--- config.mk ---
export PLATFORM = sky130hd
export DESIGN_NAME = target_lut_loader
export DESIGN_NICKNAME = d
export VERILOG_FILES = /design/src/rtl/tll_pkg.sv /design/src/rtl/target_lut_ram.sv /design/src/rtl/target_lut_loader.sv
export SDC_FILE = /design/constraint.sdc
export NUM_CORES = 1
export LEC_CHECK = 0
export ABC_AREA = 1
export CELL_PAD_IN_SITES_DETAIL_PLACEMENT = 0
export CELL_PAD_IN_SITES_GLOBAL_PLACEMENT = 1
export CORE_ASPECT_RATIO = 0.6
export CORE_MARGIN = 3
export CORE_UTILIZATION = 31
export DETAILED_ROUTE_END_ITERATION = 10
export HOLD_SLACK_MARGIN = 0.05
export PLACE_DENSITY = 0.66
export SLEW_MARGIN = 20
export SYNTH_ARGS = -nofsm -noshare
export SYNTH_HDL_FRONTEND = slang
export SYNTH_SLANG_ARGS = --single-unit
--- constraint.sdc ---
create_clock -name CLK -period 6.7 [get_ports CLK]
set_clock_uncertainty 0.15 [all_clocks]
set_input_delay 1.675 -clock CLK [delete_from_list [all_inputs] [get_ports CLK]]
set_output_delay 1.675 -clock CLK [all_outputs]
set_load 0.05 [all_outputs]
--- src/rtl/tll_pkg.sv ---
// Shared types and defaults for the branch-target LUT loader.
package tll_pkg;

  localparam int TLL_IDX_W       = 5;
  localparam int TLL_TGT_W       = 16;
  localparam int BYTES_PER_ENTRY = 2;

  typedef enum logic [2:0] {
    ST_IDLE,
    ST_RD_HI,
    ST_RD_LO,
    ST_WR_LAST,
    ST_DONE
  } tll_state_t;

endpackage

--- src/rtl/target_lut_ram.sv ---
// DEPTH x TGT_W register file: one synchronous write port, one asynchronous read port, cleared by reset.
module target_lut_ram #(
  parameter int IDX_W = 5,
  parameter int TGT_W = 16
) (
  input  logic             clk,
  input  logic             reset,
  input  logic             we,
  input  logic [IDX_W-1:0] waddr,
  input  logic [TGT_W-1:0] wdata,
  input  logic [IDX_W-1:0] raddr,
  output logic [TGT_W-1:0] rdata
);

  localparam int DEPTH = 2**IDX_W;

  logic [TGT_W-1:0] table_q [DEPTH];

  always_ff @(posedge clk) begin
    if (reset) begin
      for (int i = 0; i < DEPTH; i++) table_q[i] <= '0;
    end else if (we) begin
      table_q[waddr] <= wdata;
    end
  end

  // Read sees the pre-edge contents, so a same-cycle write returns the old value.
  assign rdata = table_q[raddr];

endmodule

--- src/rtl/target_lut_loader.sv ---
// Loads DEPTH 16-bit branch targets (hi byte first) from byte memory, then serves index lookups.
// Optional TLL_RUNTIME_WR_EN adds a runtime write port usable only once the table is loaded.
module target_lut_loader
  import tll_pkg::*;
#(
  parameter int                IDX_W     = TLL_IDX_W,
  parameter int                TGT_W     = TLL_TGT_W,
  parameter int                ADDR_W    = 8,
  parameter logic [ADDR_W-1:0] BASE_ADDR = ADDR_W'(128)
) (
  input  logic              CLK,
  input  logic              reset,
  input  logic              start,
  output logic              mem_rd_en,
  output logic [ADDR_W-1:0] mem_addr,
  input  logic [7:0]        mem_rdata,
  output logic              busy,
  output logic              ready,
  input  logic [IDX_W-1:0]  lut_idx,
  output logic [TGT_W-1:0]  lut_target
`ifdef TLL_RUNTIME_WR_EN
  ,
  input  logic              wr_en,
  input  logic [IDX_W-1:0]  wr_idx,
  input  logic [TGT_W-1:0]  wr_data
`endif
);

  localparam int               DEPTH    = 2**IDX_W;
  localparam logic [IDX_W-1:0] LAST_IDX = IDX_W'(DEPTH - 1);

  tll_state_t        state, state_nx;
  logic [IDX_W-1:0]  idx;
  logic [7:0]        hi_latch;
  logic [ADDR_W-1:0] entry_addr;

  logic              ld_we;
  logic [IDX_W-1:0]  ld_waddr;
  logic [TGT_W-1:0]  ld_wdata;
  logic              tbl_we;
  logic [IDX_W-1:0]  tbl_waddr;
  logic [TGT_W-1:0]  tbl_wdata;
  logic [TGT_W-1:0]  tbl_rdata;

  // Byte address of the hi byte of the current entry; wraps modulo 2**ADDR_W.
  assign entry_addr = BASE_ADDR + ADDR_W'(BYTES_PER_ENTRY) * ADDR_W'(idx);

  always_ff @(posedge CLK) begin
    if (reset) state <= ST_IDLE;
    else       state <= state_nx;
  end

  always_comb begin
    state_nx  = state;
    mem_rd_en = 1'b0;
    mem_addr  = '0;
    busy      = 1'b0;
    ready     = 1'b0;
    ld_we     = 1'b0;
    ld_waddr  = idx;
    ld_wdata  = TGT_W'({hi_latch, mem_rdata});
    case (state)
      ST_IDLE: begin
        if (start) state_nx = ST_RD_HI;
      end
      ST_RD_HI: begin
        busy      = 1'b1;
        mem_rd_en = 1'b1;
        mem_addr  = entry_addr;
        // The lo byte arriving now completes the previous entry.
        if (idx != '0) begin
          ld_we    = 1'b1;
          ld_waddr = idx - IDX_W'(1);
        end
        state_nx = ST_RD_LO;
      end
      ST_RD_LO: begin
        busy      = 1'b1;
        mem_rd_en = 1'b1;
        mem_addr  = entry_addr + ADDR_W'(1);
        state_nx  = (idx == LAST_IDX) ? ST_WR_LAST : ST_RD_HI;
      end
      ST_WR_LAST: begin
        busy     = 1'b1;
        ld_we    = 1'b1;
        ld_waddr = LAST_IDX;
        state_nx = ST_DONE;
      end
      ST_DONE: begin
        ready = 1'b1;
        if (start) state_nx = ST_RD_HI;
      end
      default: state_nx = ST_IDLE;
    endcase
  end

  always_ff @(posedge CLK) begin
    if (reset) begin
      idx      <= '0;
      hi_latch <= '0;
    end else begin
      case (state)
        ST_IDLE, ST_DONE: begin
          if (start) idx <= '0;
        end
        ST_RD_LO: begin
          hi_latch <= mem_rdata;
          if (idx != LAST_IDX) idx <= idx + IDX_W'(1);
        end
        default: ;
      endcase
    end
  end

`ifdef TLL_RUNTIME_WR_EN
  logic rt_we;
  assign rt_we     = wr_en && (state == ST_DONE);
  assign tbl_we    = ld_we | rt_we;
  assign tbl_waddr = ld_we ? ld_waddr : wr_idx;
  assign tbl_wdata = ld_we ? ld_wdata : wr_data;
`else
  assign tbl_we    = ld_we;
  assign tbl_waddr = ld_waddr;
  assign tbl_wdata = ld_wdata;
`endif

  target_lut_ram #(
    .IDX_W (IDX_W),
    .TGT_W (TGT_W)
  ) u_ram (
    .clk   (CLK),
    .reset (reset),
    .we    (tbl_we),
    .waddr (tbl_waddr),
    .wdata (tbl_wdata),
    .raddr (lut_idx),
    .rdata (tbl_rdata)
  );

  assign lut_target = ready ? tbl_rdata : '0;

endmodule

After elaboration in Yosys (flattened, before gate mapping):

Memories as Yosys holds them, arrays and structs flattened.
Cells that the tools add are included.

* $add $sub $neg: 4
* eq/ne operators: 8
* muxes and demuxes: 23
* reductions and logical operators: 8

Operators with widths (count)
* 2-to-1 mux 16 bit: 2
* 2-to-1 mux 5 bit: 4
* case mux 5 bit (2 select lines): 2
* case mux 8 bit (2 select lines): 1
* OR reduction 16 bit: 1
* case mux 3 bit (4 select lines): 1
* 2-to-1 mux 1 bit: 10
* adder 8 x 1 -> 8 bit, second input constant: 1
* adder 8 x 6 -> 8 bit, first input constant: 1
* equality test 3 x 2 -> 1 bit, second input constant: 2
* adder 5 x 1 -> 5 bit, second input constant: 1
* equality test 5 bit, second input constant: 1
* inequality test 5 bit, second input constant: 1
* nonzero test 5 bit: 1
* subtractor 5 x 1 -> 5 bit, second input constant: 1
* OR reduction 2 bit: 2
* equality test 3 x 1 -> 1 bit, second input constant: 1
* equality test 3 bit, second input constant: 1
* zero test 3 bit: 1
* 2-to-1 mux 3 bit: 1
* AND reduction 3 bit: 1
* OR reduction 3 bit: 1
* 2-to-1 mux 2 bit: 1
* inequality test 2 x 1 -> 1 bit, second input constant: 1
* 3 further kinds: 3

* bits in registers: 16
* bits in writable memories: 512
* output and inout port bits: 27
* memories: 1

Memory list
* u_ram.table_q: words 32, width 16, read ports 1, clocked after memory_dff 0, wr ports 32, line target_lut_ram.sv:17 `logic [TGT_W-1:0] table_q [DEPTH];`

Logic depth before layout (Yosys ltp):

Gate-level depths: netlist (run 1).

* depth in word-level cells: 8
* mapped depth: 12
* gate-level depth less buffers: 11

Cells and area by module:

From an unflattened synthesis (run 1), not the netlist that was laid out.

* cells, all modules: 2590
* area total of the unflattened synthesis: 24511.0 um2

Modules (own cells, without submodules)
* target_lut_ram: instances 1, cells an instance 2423, area an instance 23481.3 um2, sequential area each 15374.7 um2
* target_lut_loader: instances 1, cells an instance 167, area an instance 1029.7 um2, sequential area each 320.3 um2

Worst setup path after synthesis (run 1):

OpenSTA, ideal clock, no wires.

* path kind: input to output
* start point: input lut_idx[1]
* end point: output lut_target[6]
* data arrival time: 3.542 ns
* path slack: 1.333 ns
* stages on the path: 11
* cell sequence: clkbuf_1 clkinv_1 clkbuf_1 clkbuf_1 nand3_1 nand3_1 nand2_1 nand2_1 nand3_1 nand2_1 nor2_1

* cells in the longest elaborated chain, start to end: 2

Ends and longest elaborated chain
* start, declared: line target_lut_loader.sv:19 `input logic [IDX_W-1:0] lut_idx,`
* memory read (32 x 16 bit)
* 2-to-1 mux 16 bit: line target_lut_loader.sv:140 `assign lut_target = ready ? tbl_rdata : '0;`
* end, declared: line target_lut_loader.sv:20 `output logic [TGT_W-1:0] lut_target`

No other way between the ends.

Final worst setup path (run 1):

* start point: input lut_idx[0]
* end point: output lut_target[1]

The elaborated chain is that of the path after synthesis.

==> impl_results.md, run 1 <==
- Outcome: finished, final reports clean
- Synth area leaders: edfxtp_1 63%, nand2_1 11%, nor2_1 9.6%
- CP startpoint kind: input port
- Max Cap Viol: 0
- Switching power: 1.84 mW
- Clock buffer depth: 3
- GP Congestion: 0.859
- Worst EP required: 4.88 ns
- DR vias/cell: roughly 5.2
- Sw Ratio: 0.253
- Gr usage total: 0.192
- Ys async rst share: 0
- Avg Inst Size Synth: 9.51 um2
- Fin nets: ~2500
- Ys flop type: edfxtp_1
- Clk root buf: clkbuf_16
- Number of synthesized register bits: 528
- Via count: between 15000 and 20000
- Chip Height: ~220 um
- Vias in the first global route: 17526
- Power Dens Cells: 267 nW/um2
- VDD IR max: 0.190 mV
- HP Class: reg -> reg
- M2 GR Usage: 0.257
- CP top delay family: simple AND/OR/NAND/NOR gates
- Post-DRT Antenna Nets: 0
- Number of synthesized flops with an enable pin: 512
- Setup_tns: 0 ns
- Initial drt markers: ~2300
- Total clock sinks: 528
- Final Critical Period: 6.15 ns
- Critical path class: in -> out
- Drt wl/cell: 22.3 um
- CTS resizes: 0
- Area growth from synthesis to layout: 11.6%
- Layout cell share with drive strength beyond 1: 0.0761
- Clk pwr share: 0.393
- Total core area: 76700 um2
- Number of diodes: 0
- Final number of hold-violating endpoints: 0
- Unrepaired setup endpoints after global routing: no
- Pleak: 10.5 nW
- R2R Path Start: idx[0]$_SDFFE_PP0P_
- # IOs: 43
- FILL cells: 7867
- Slowest stage delay, CP: roughly 0.59 ns
- Synth top area share: 0.630
- Final worst-path cycle share: 0.918
- H-Tree Depth: 2
- Synthesized instance count: 2565
- Area post-placement: approximately 26000 um2
- Sequential power share: 0.518
- Crit Path Max Fanout: 49
- Unique masters post-synth: 29
- Worst slew margin: 0.357
- Final wirelength: 79.9 mm
- CP bufs+invs: 5
- CTS tree: built
- Initial core utilization: 0.318
- Die Span X: 368 um
- Register area share after synthesis: 0.643
- Post-Syn Area: 24400 um2
- Synthesized Nets: 2584
- First-pass GRT wire length: 118 mm
- Worst-skew pair later-pin latency: about 0.60 ns
- Hold_buf cts: 0
- Initial antenna violation count: 1
- CTS buffer count: 49
- Ys Warns: 0
- Port Buffer Count: 41
- GR met1 Demand/Resource: 0.304
- DRC Markers: 0
- Half-perimeter wire length after placement: approximately 49 mm
- CP max stage cell: nor2_1
- Pint: 5.42 mW
- Least-Margin Pin Slew: between 0.9 and 1 ns
- CP cell instances: clkbuf_8 > inv_8 > buf_12 > buf_4 > nand2_1 > nand3_1 > nand3_1 > nand2_1 > nand2_1 > nand3_1 > nand2_1 > nor2_1 > buf_12
- CP most frequent cell: nand2_1
- Comb pwr share: 0.090
- GRT met3 Usage: 0.0530
- Clock-pin slew on the worst setup and hold paths: 0.06 ns
- Crit. End Element: primary output
- Row count: 78
- Critical path launch point: lut_idx[0]
- Most Crowded Layer GR: met1
- Largest net degree at the start of global routing: between 100 and 150
- Slew Viols, Final: 0
- WP data arrival: 4.33 ns
- Die Area: ~80000 um2
- Design area: 27200 um2
- Total iterations of the first detailed-routing run: 6
- Post-synth top area cell: edfxtp_1
- Postcts setup bufs: 0
- Hold path start: idx[0]$_SDFFE_PP0P_
- Remaining global-route overflow: 0
- Endpoints failing setup: 0
- Fmax: 163 MHz
-- power by group through the flow --
stage | Sequential [mW] | Clock, mW | Combinational, mW
after CTS | 3.76 | 2.88 | 0.647
final | 3.76 | 2.85 | 0.651
after detailed placement | 3.83 | 0 | 0.646
after floorplan | 3.82 | 0 | 0.390
after global routing | 3.77 | 3.01 | 0.706
after global placement | 3.83 | 0 | 0.643
-- per-layer routing --
layer	wire length (um)	vias to the layer above
met4	1190	4
li1	-	8387
met2	31700	793
met3	8290	74
met5	130	-
met1	38600	9368
-- synth_stat cells (2+ instances only) --
cell,instances
a211oi_1,2
a21oi_1,18
buf_1,11
buf_2,21
buf_4,2
buf_6,10
clkbuf_1,152
clkinv_1,2
dfxtp_1,16
edfxtp_1,512
ha_1,3
inv_1,35
inv_2,5
nand2_1,685
nand2_2,12
nand2_4,24
nand3_1,356
nand3_2,2
nor2_1,623
nor2_2,3
nor2_4,8
nor2_8,4
nor3_1,3
o21ai_0,51
-- kinds of logic (layout without fill, tap and decap cells) --
group	count (synthesis)	after routing	synth area share
buffers and inverters	238	221	0.0411
and+or+nand+nor	1720	1720	0.298
other	1	1	0.000154
DFF	528	528	0.643
xor gates and xnor gates	1	1	0.000359
AOI/OAI and AO/OA	74	74	0.0160
adders and majority gates	3	3	0.00154
-- layout make-up --
type / count / area (um2) / area share
flip-flops and latches: 528 / 15700 / 0.576
clock buffers: 65 / 1340 / 0.0492
repair buffers: 90 / 822 / 0.0302
clock inverters: 24 / 213 / 0.00781
inverters: 42 / 168 / 0.00616
multi-input cells: 1799 / 7700 / 0.283
well taps: 1040 / 1300 / 0.0478
-- per-stage QoR --
step                utilization  setup slack [ns]  total power [mW]  cells  hold WS [ns]
global placement          0.335             0.716              4.47   3499         0.386
floorplan                     -              1.33              4.21   2565         0.326
global route              0.355             0.480              7.48   3588         0.438
finish                    0.355             0.550              7.26   3588         0.403
detailed placement        0.335             0.725              4.48   3499         0.382
CTS                       0.355             0.729              7.28   3588         0.393
-- worst paths after layout --
| kind | slack, ns | cells past startpoint | to |
|---|---|---|---|
| setup reg to reg | 2.95 | 9 | u_ram.table_q[12][12]$_SDFFCE_PN0P_ |
| hold / removal | 0.40 | 2 | idx[0]$_SDFFE_PP0P_ |
| setup / recovery | 0.55 | 13 | lut_target[1] |
| hold reg to reg | 0.40 | 2 | idx[0]$_SDFFE_PP0P_ |
-- registers in the layout, indices dropped and copies added, names as in the netlist --
signal         cells
hi_latch           8
u_ram.table_q    512
idx                5
state              3
-- cell usage in the layout, fill, tap and decap left out --
| master | n |
|---|---|
| clkinv_1 | 16 |
| xor2_1 | 1 |
| nor3_1 | 3 |
| inv_1 | 31 |
| nand3_2 | 2 |
| clkinv_2 | 6 |
| nor2_2 | 3 |
| o21ai_4 | 1 |
| conb_1 | 1 |
| nand2_1 | 685 |
| bufinv_16 | 4 |
| nor2_4 | 8 |
| a21oi_1 | 18 |
| nor2_8 | 4 |
| clkbuf_1 | 13 |
| o21ai_0 | 51 |
| clkbuf_16 | 51 |
| ha_1 | 3 |
| dfxtp_1 | 16 |
| edfxtp_1 | 512 |
| nand2_2 | 12 |
| buf_4 | 59 |
| a21oi_2 | 1 |
| inv_4 | 1 |
| clkbuf_8 | 2 |
| nand3_1 | 356 |
| nor2_1 | 623 |
| clkinv_4 | 1 |
| buf_2 | 1 |
| inv_6 | 1 |
| clkdlybuf4s50_1 | 22 |
| inv_2 | 5 |
| o21ai_1 | 1 |
| inv_8 | 1 |
| a211oi_1 | 2 |
| buf_12 | 7 |
| nand2_4 | 24 |
-- worst register-to-register path, stage by stage, from the launching register on --
cell	delay (ns)
dfxtp_1	0.43
inv_1	0.18
ha_1	0.28
nand3_2	0.13
nand2_2	0.08
a21oi_2	0.20
nand2_1	0.13
nor2_4	0.48
nand2_2	0.46
nand2_1	0.85
Note: power is estimated with default switching activity, not from simulation.
==> inputs of run 2 (changes only) <==
- SETUP_SLACK_MARGIN: default -> 0.5
==> run 2 against run 1 <==
  * Global-route usage unchanged
  * Routed wire length about the same
  * Non-clock buffer count unchanged
  * Setup slack improved by 0.012 ns
==> impl_results.md, run 2 (synthesis gave the netlist of run 1 again) <==
- Total clock sinks: 528 (unchanged)
- Power Dens Cells: 266 nW/um2 (was 267 nW/um2)
- Area growth from synthesis to layout: 11.7% (was 11.6%)
- Crit Path Max Fanout: 49 (unchanged)
- Port Buffer Count: 41 (unchanged)
- Pwr Total: 7.26 mW (about the same)
- Layout cell share with drive strength beyond 1: 0.0761 (unchanged)
- Clock buffer depth: 3 (unchanged)
- Via count: 18649 (was 18626)
- CTS buffer count: 49 (unchanged)
- Initial core utilization: 0.318 (unchanged)
- Crit. End Element: primary output (unchanged)
- Setup_tns: 0 ns (unchanged)
- Clock-pin slew on the worst setup and hold paths: 0.06 ns (about the same)
- Hold_buf cts: 0 (unchanged)
- Dpl ws: 0.725 ns (unchanged)
- Outcome: finished, final reports clean (unchanged)
- GP Congestion: 0.859 (unchanged)
- Drt wl/cell: 22.3 um (about the same)
- Largest net degree at the start of global routing: 126 (unchanged)
- Critical path class: in -> out (unchanged)
- Row count: 78 (unchanged)
- Commonest non-fill, non-tap cell in the layout: nand2_1 (unchanged)
- Worst slew margin: 0.355 (was 0.357)
- Die Span X: 368 um (unchanged)
- Clk root buf: clkbuf_16 (unchanged)
- Half-perimeter wire length after placement: 49.5 mm (unchanged)
- Post-DRT Antenna Nets: 0 (unchanged)
- Regs by FF count: u_ram.table_q: 512 flops, hi_latch: 8 flops, idx: 5 flops (unchanged)
- # IOs: 43 (unchanged)
- WP data arrival: 4.31 ns (was 4.33 ns)
- Total iterations of the first detailed-routing run: 6 (unchanged)
- Finished Core Util: 0.355 (about the same)
- Final worst-path cycle share: 0.916 (was 0.918)
- VDD IR max: 0.190 mV (about the same)
- Number of diodes: 0 (unchanged)
- Fmax: 163 MHz (about the same)
- Remaining global-route overflow: 0 (unchanged)
- Fin nets: 2529 (unchanged)
- Initial drt markers: 2335 (was 2287)
- Final Worst Setup Slack: 0.562 ns (was 0.550 ns)
- H-Tree Depth: 2 (unchanged)
- Slew Viols, Final: 0 (unchanged)
- Worst-skew pair later-pin latency: 0.60 ns (about the same)
- DR vias/cell: 5.20 (was 5.19)
- WHS: 0.407 ns (was 0.403 ns)
- Initial antenna violation count: 1 (unchanged)
- Least-Margin Pin Slew: 0.965 ns (was 0.963 ns)
- Total core area: 76700 um2 (unchanged)
- Pleak: 10.5 nW (about the same)
- FILL cells: 7866 (was 7867)
- Die Area: 82200 um2 (unchanged)
- Final wirelength: 79.9 mm (about the same)
- Vias in the first global route: 17526 (unchanged)
- HP Class: reg -> reg (unchanged)
- Top reg by flops: u_ram.table_q (unchanged)
- Largest register FFs: 512 (unchanged)
- Unrepaired setup endpoints after global routing: no (unchanged)
- Postcts setup bufs: 0 (unchanged)
- DRC Markers: 0 (unchanged)
- Final number of hold-violating endpoints: 0 (unchanged)
- Worst EP required: 4.88 ns (about the same)
- Gr usage total: 0.192 (unchanged)
- Multi-input logic area: 7700 um2 (unchanged)
- Final Critical Period: 6.14 ns (was 6.15 ns)
- Max Cap Viol: 0 (unchanged)
- First-pass GRT wire length: 118 mm (unchanged)
- Most frequent cells in the layout: 685 x nand2_1, 623 x nor2_1, 512 x edfxtp_1 (unchanged)
- Chip Height: 223 um (unchanged)
- CP startpoint kind: input port (unchanged)
- Register area: 15700 um2 (unchanged)
- CTS tree: built (unchanged)
- CTS resizes: 0 (unchanged)
- Endpoints failing setup: 0 (unchanged)
## run 2: final cells by class
class	count	area share
Sequential cell	528	0.576
Multi-Input combinational cell	1799	0.283
Clock buffer	65	0.0491
Tap cell	1040	0.0478
Timing Repair Buffer	90	0.0302
Clock inverter	24	0.00781
Inverter	42	0.00625
## run 2: per-layer routing
metal / global-route usage / up-vias / share of wire
li1: - / 8385 / -
met1: 0.304 / 9334 / 0.48
met2: 0.257 / 840 / 0.39
met3: 0.0530 / 86 / 0.10
met4: 0.0344 / 4 / 0.016
met5: 0.0105 / - / 0.0016
## run 2: power by group
group | total, mW | internal (mW) | leakage (nW) | switching, mW
sequential | 3.76 | 3.72 | 5.42 | 0.0338
combinational | 0.651 | 0.141 | 4.33 | 0.510
clock | 2.85 | 1.56 | 0.758 | 1.29
total | 7.26 | 5.42 | 10.5 | 1.84
## run 2: critical path, stage by stage
cell and delay, ns:
clkbuf_8 0.22, inv_8 0.29, buf_12 0.30, buf_4 0.21
nand2_1 0.05, nand3_1 0.06, nand3_1 0.14, nand2_1 0.13
nand2_1 0.07, nand3_1 0.14, nand2_1 0.11, nor2_1 0.59
buf_12 0.22
## run 2: final timing paths
kind | start | to | slack [ns] | cells past startpoint
worst max register to register | idx[0]$_SDFFE_PP0P_ | u_ram.table_q[12][12]$_SDFFCE_PN0P_ | 2.93 | 9
worst min-delay path | idx[0]$_SDFFE_PP0P_ | idx[0]$_SDFFE_PP0P_ | 0.41 | 2
worst min register to register | idx[0]$_SDFFE_PP0P_ | idx[0]$_SDFFE_PP0P_ | 0.41 | 2
worst max-delay path | lut_idx[0] | lut_target[1] | 0.56 | 13
## run 2: metrics by stage
| step | area [um2] | cells |
|---|---|---|
| 6_report | 27200 | 3588 |
| 5_1_grt | 27200 | 3588 |
| 4_1_cts | 27200 | 3588 |
| 3_5_place_dp | 25700 | 3499 |
| 3_3_place_gp | 25700 | 3499 |
| 2_1_floorplan | 24400 | 2565 |
==> inputs of run 3 (changes only) <==
- ABC_CLOCK_PERIOD_IN_PS: default -> 6700
- CORE_MARGIN: 3 -> 4
==> run 3 against run 2 <==
  * Sequential share of layout area about the same
  * Sequential power is essentially flat
  * Critical path depth shrank 4
  * Clock power about the same
  * Die area grew 1.4%
  * Largest power group unchanged
  * Via count down 2.4%
  * Critical endpoint is now lut_target[8]
==> impl_results.md, run 3 (synthesis gave the netlist of run 1 again) <==
- Outcome: finished, final reports clean (unchanged)
- VDD IR max: 0.193 mV (was 0.190 mV)
- Max Cap Viol: 0 (unchanged)
- Sequential power share: 0.520 (was 0.518)
- Top reg by flops: u_ram.table_q (unchanged)
- Pint: 5.41 mW (was 5.42 mW)
- Hold_buf cts: 0 (unchanged)
- FILL cells: 7908 (was 7866)
- Via count: 18194 (was 18649)
- Initial core utilization: 0.314 (was 0.318)
- GP Congestion: 0.835 (was 0.859)
- Finished Layout Cells: 3592 (was 3588)
- Total clock sinks: 528 (unchanged)
- Postcts setup bufs: 0 (unchanged)
- Fin nets: 2518 (was 2529)
- Worst-skew pair later-pin latency: 0.59 ns (was 0.60 ns)
- CTS buffer count: 49 (unchanged)
- Setup_tns: 0 ns (unchanged)
- Critical path launch point: lut_idx[2] (was lut_idx[0])
- DR vias/cell: 5.07 (was 5.20)
- Design area: 27200 um2 (about the same)
- Initial antenna violation count: 1 (unchanged)
- Slew Viols, Final: 0 (unchanged)
- R2R Path Start: idx[0]$_SDFFE_PP0P_ (unchanged)
- Multi-input logic area: 7710 um2 (was 7700 um2)
- Largest net degree at the start of global routing: 129 (was 126)
- Unrepaired setup endpoints after global routing: no (unchanged)
- Final Critical Period: 6.00 ns (was 6.14 ns)
- Crit Path Max Fanout: 57 (was 49)
- CTS resizes: 0 (unchanged)
- Total iterations of the first detailed-routing run: 6 (unchanged)
- Regs by FF count: u_ram.table_q: 512 flops, hi_latch: 8 flops, idx: 5 flops (unchanged)
- Post-Place Cells: 3501 (was 3499)
- Final wirelength: 78.3 mm (was 79.9 mm)
- Post-DRT Antenna Nets: 0 (unchanged)
- Power Dens Cells: 265 nW/um2 (was 266 nW/um2)
- Critical path class: in -> out (unchanged)
- Pleak: 10.5 nW (about the same)
- Clock-pin slew on the worst setup and hold paths: 0.06 ns (about the same)
- Least-Margin Pin Slew: 0.962 ns (was 0.965 ns)
- CTS tree: built (unchanged)
- Port Buffer Count: 41 (unchanged)
- CP startpoint kind: input port (unchanged)
- DRC Markers: 0 (unchanged)
- H-Tree Depth: 2 (unchanged)
- Chip Height: 225 um (was 223 um)
- WHS: 0.399 ns (was 0.407 ns)
- Largest register FFs: 512 (unchanged)
- HP Class: reg -> reg (unchanged)
- Register area: 15700 um2 (unchanged)
- Sw Ratio: 0.251 (was 0.253)
- Crit. End Element: primary output (unchanged)
- Number of diodes: 0 (unchanged)
- Vias in the first global route: 17458 (was 17526)
- Clock buffer depth: 3 (unchanged)
- WP data arrival: 4.18 ns (was 4.31 ns)
- Drt wl/cell: 21.8 um (was 22.3 um)
- Die Area: 83400 um2 (was 82200 um2)
- Area growth from synthesis to layout: 11.6% (was 11.7%)
- Final worst-path cycle share: 0.896 (was 0.916)
- Commonest non-fill, non-tap cell in the layout: nand2_1 (unchanged)
- Clk root buf: clkbuf_16 (unchanged)
- Most frequent cells in the layout: 685 x nand2_1, 622 x nor2_1, 512 x edfxtp_1 (was 685 x nand2_1, 623 x nor2_1, 512 x edfxtp_1)
- Hold path start: idx[0]$_SDFFE_PP0P_ (unchanged)
- Remaining global-route overflow: 0 (unchanged)
- Row count: 79 (was 78)
- Worst EP required: 4.88 ns (about the same)
- Die Span X: 370 um (was 368 um)
- Clk pwr share: 0.392 (was 0.393)
- Total core area: 77800 um2 (was 76700 um2)
- First-pass GRT wire length: 115 mm (was 118 mm)
- Area post-placement: 25700 um2 (about the same)
- Comb pwr share: 0.087 (was 0.090)
- Half-perimeter wire length after placement: 47.7 mm (was 49.5 mm)
- Worst slew margin: 0.357 (was 0.355)
- Gr usage total: 0.185 (was 0.192)
- # IOs: 43 (unchanged)
- Endpoints failing setup: 0 (unchanged)
- Final number of hold-violating endpoints: 0 (unchanged)
- Switching power: 1.81 mW (was 1.84 mW)
- Fmax: 167 MHz (was 163 MHz)
- Layout cell share with drive strength beyond 1: 0.0737 (was 0.0761)
- Initial drt markers: 2098 (was 2335)
-- run 3: cell types whose count changed in the layout (fill, tap and decap cells not counted), moves of 2 or more --
cell / before / now
buf_4: 59 / 44
buf_12: 7 / 11
clkinv_2: 6 / 9
inv_1: 31 / 34
clkbuf_1: 13 / 11
-- run 3: layout make-up --
| class | instances | share of cell area |
|---|---|---|
| repair buffers | 79 | 0.0290 |
| multi-input cells | 1799 | 0.283 |
| well taps | 1053 | 0.0484 |
| inverters | 42 | 0.00616 |
| clock inverters | 29 | 0.00859 |
| flip-flops and latches | 528 | 0.576 |
| clock buffers | 62 | 0.0484 |
-- run 3: worst paths after layout --
check | endpoint | slack [ns] | cells after the start
setup reg to reg | u_ram.table_q[28][0]$_SDFFCE_PN0P_ | 2.94 | 9
setup / recovery | lut_target[8] | 0.70 | 9
hold reg to reg | idx[0]$_SDFFE_PP0P_ | 0.40 | 2
hold / removal | idx[0]$_SDFFE_PP0P_ | 0.40 | 2
-- run 3: power by group through the flow --
| stage | Sequential, mW | Combinational, mW | Clock, mW |
|---|---|---|---|
| floorplan | 3.82 | 0.390 | 0 |
| finish | 3.76 | 0.630 | 2.83 |
| global placement | 3.83 | 0.623 | 0 |
| CTS | 3.76 | 0.627 | 2.87 |
| global route | 3.77 | 0.684 | 3.02 |
| detailed placement | 3.83 | 0.625 | 0 |
-- run 3: critical path: stages --
cell and delay [ns]:
buf_2 0.11, buf_4 0.68, nand3_1 0.34, nand2_1 0.21, nand2_1 0.07, nand3_1 0.08
nand2_1 0.21, nor2_1 0.46, buf_4 0.29
-- run 3: routing by layer --
layer | GRT usage | part of all wire | up-vias
met5 | 0 | 0 | -
met4 | 0.0298 | 0.013 | 0
met3 | 0.0636 | 0.12 | 65
met2 | 0.254 | 0.40 | 788
met1 | 0.283 | 0.47 | 8989
li1 | - | - | 8352
-- run 3: stage by stage --
| stage | utilization | worst slack (ns) | total power, mW |
|---|---|---|---|
| 2_1_floorplan | - | 1.33 | 4.21 |
| 3_3_place_gp | 0.330 | 0.870 | 4.45 |
| 3_5_place_dp | 0.330 | 0.863 | 4.45 |
| 4_1_cts | 0.350 | 0.839 | 7.26 |
| 5_1_grt | 0.350 | 0.598 | 7.47 |
| 6_report | 0.350 | 0.695 | 7.22 |
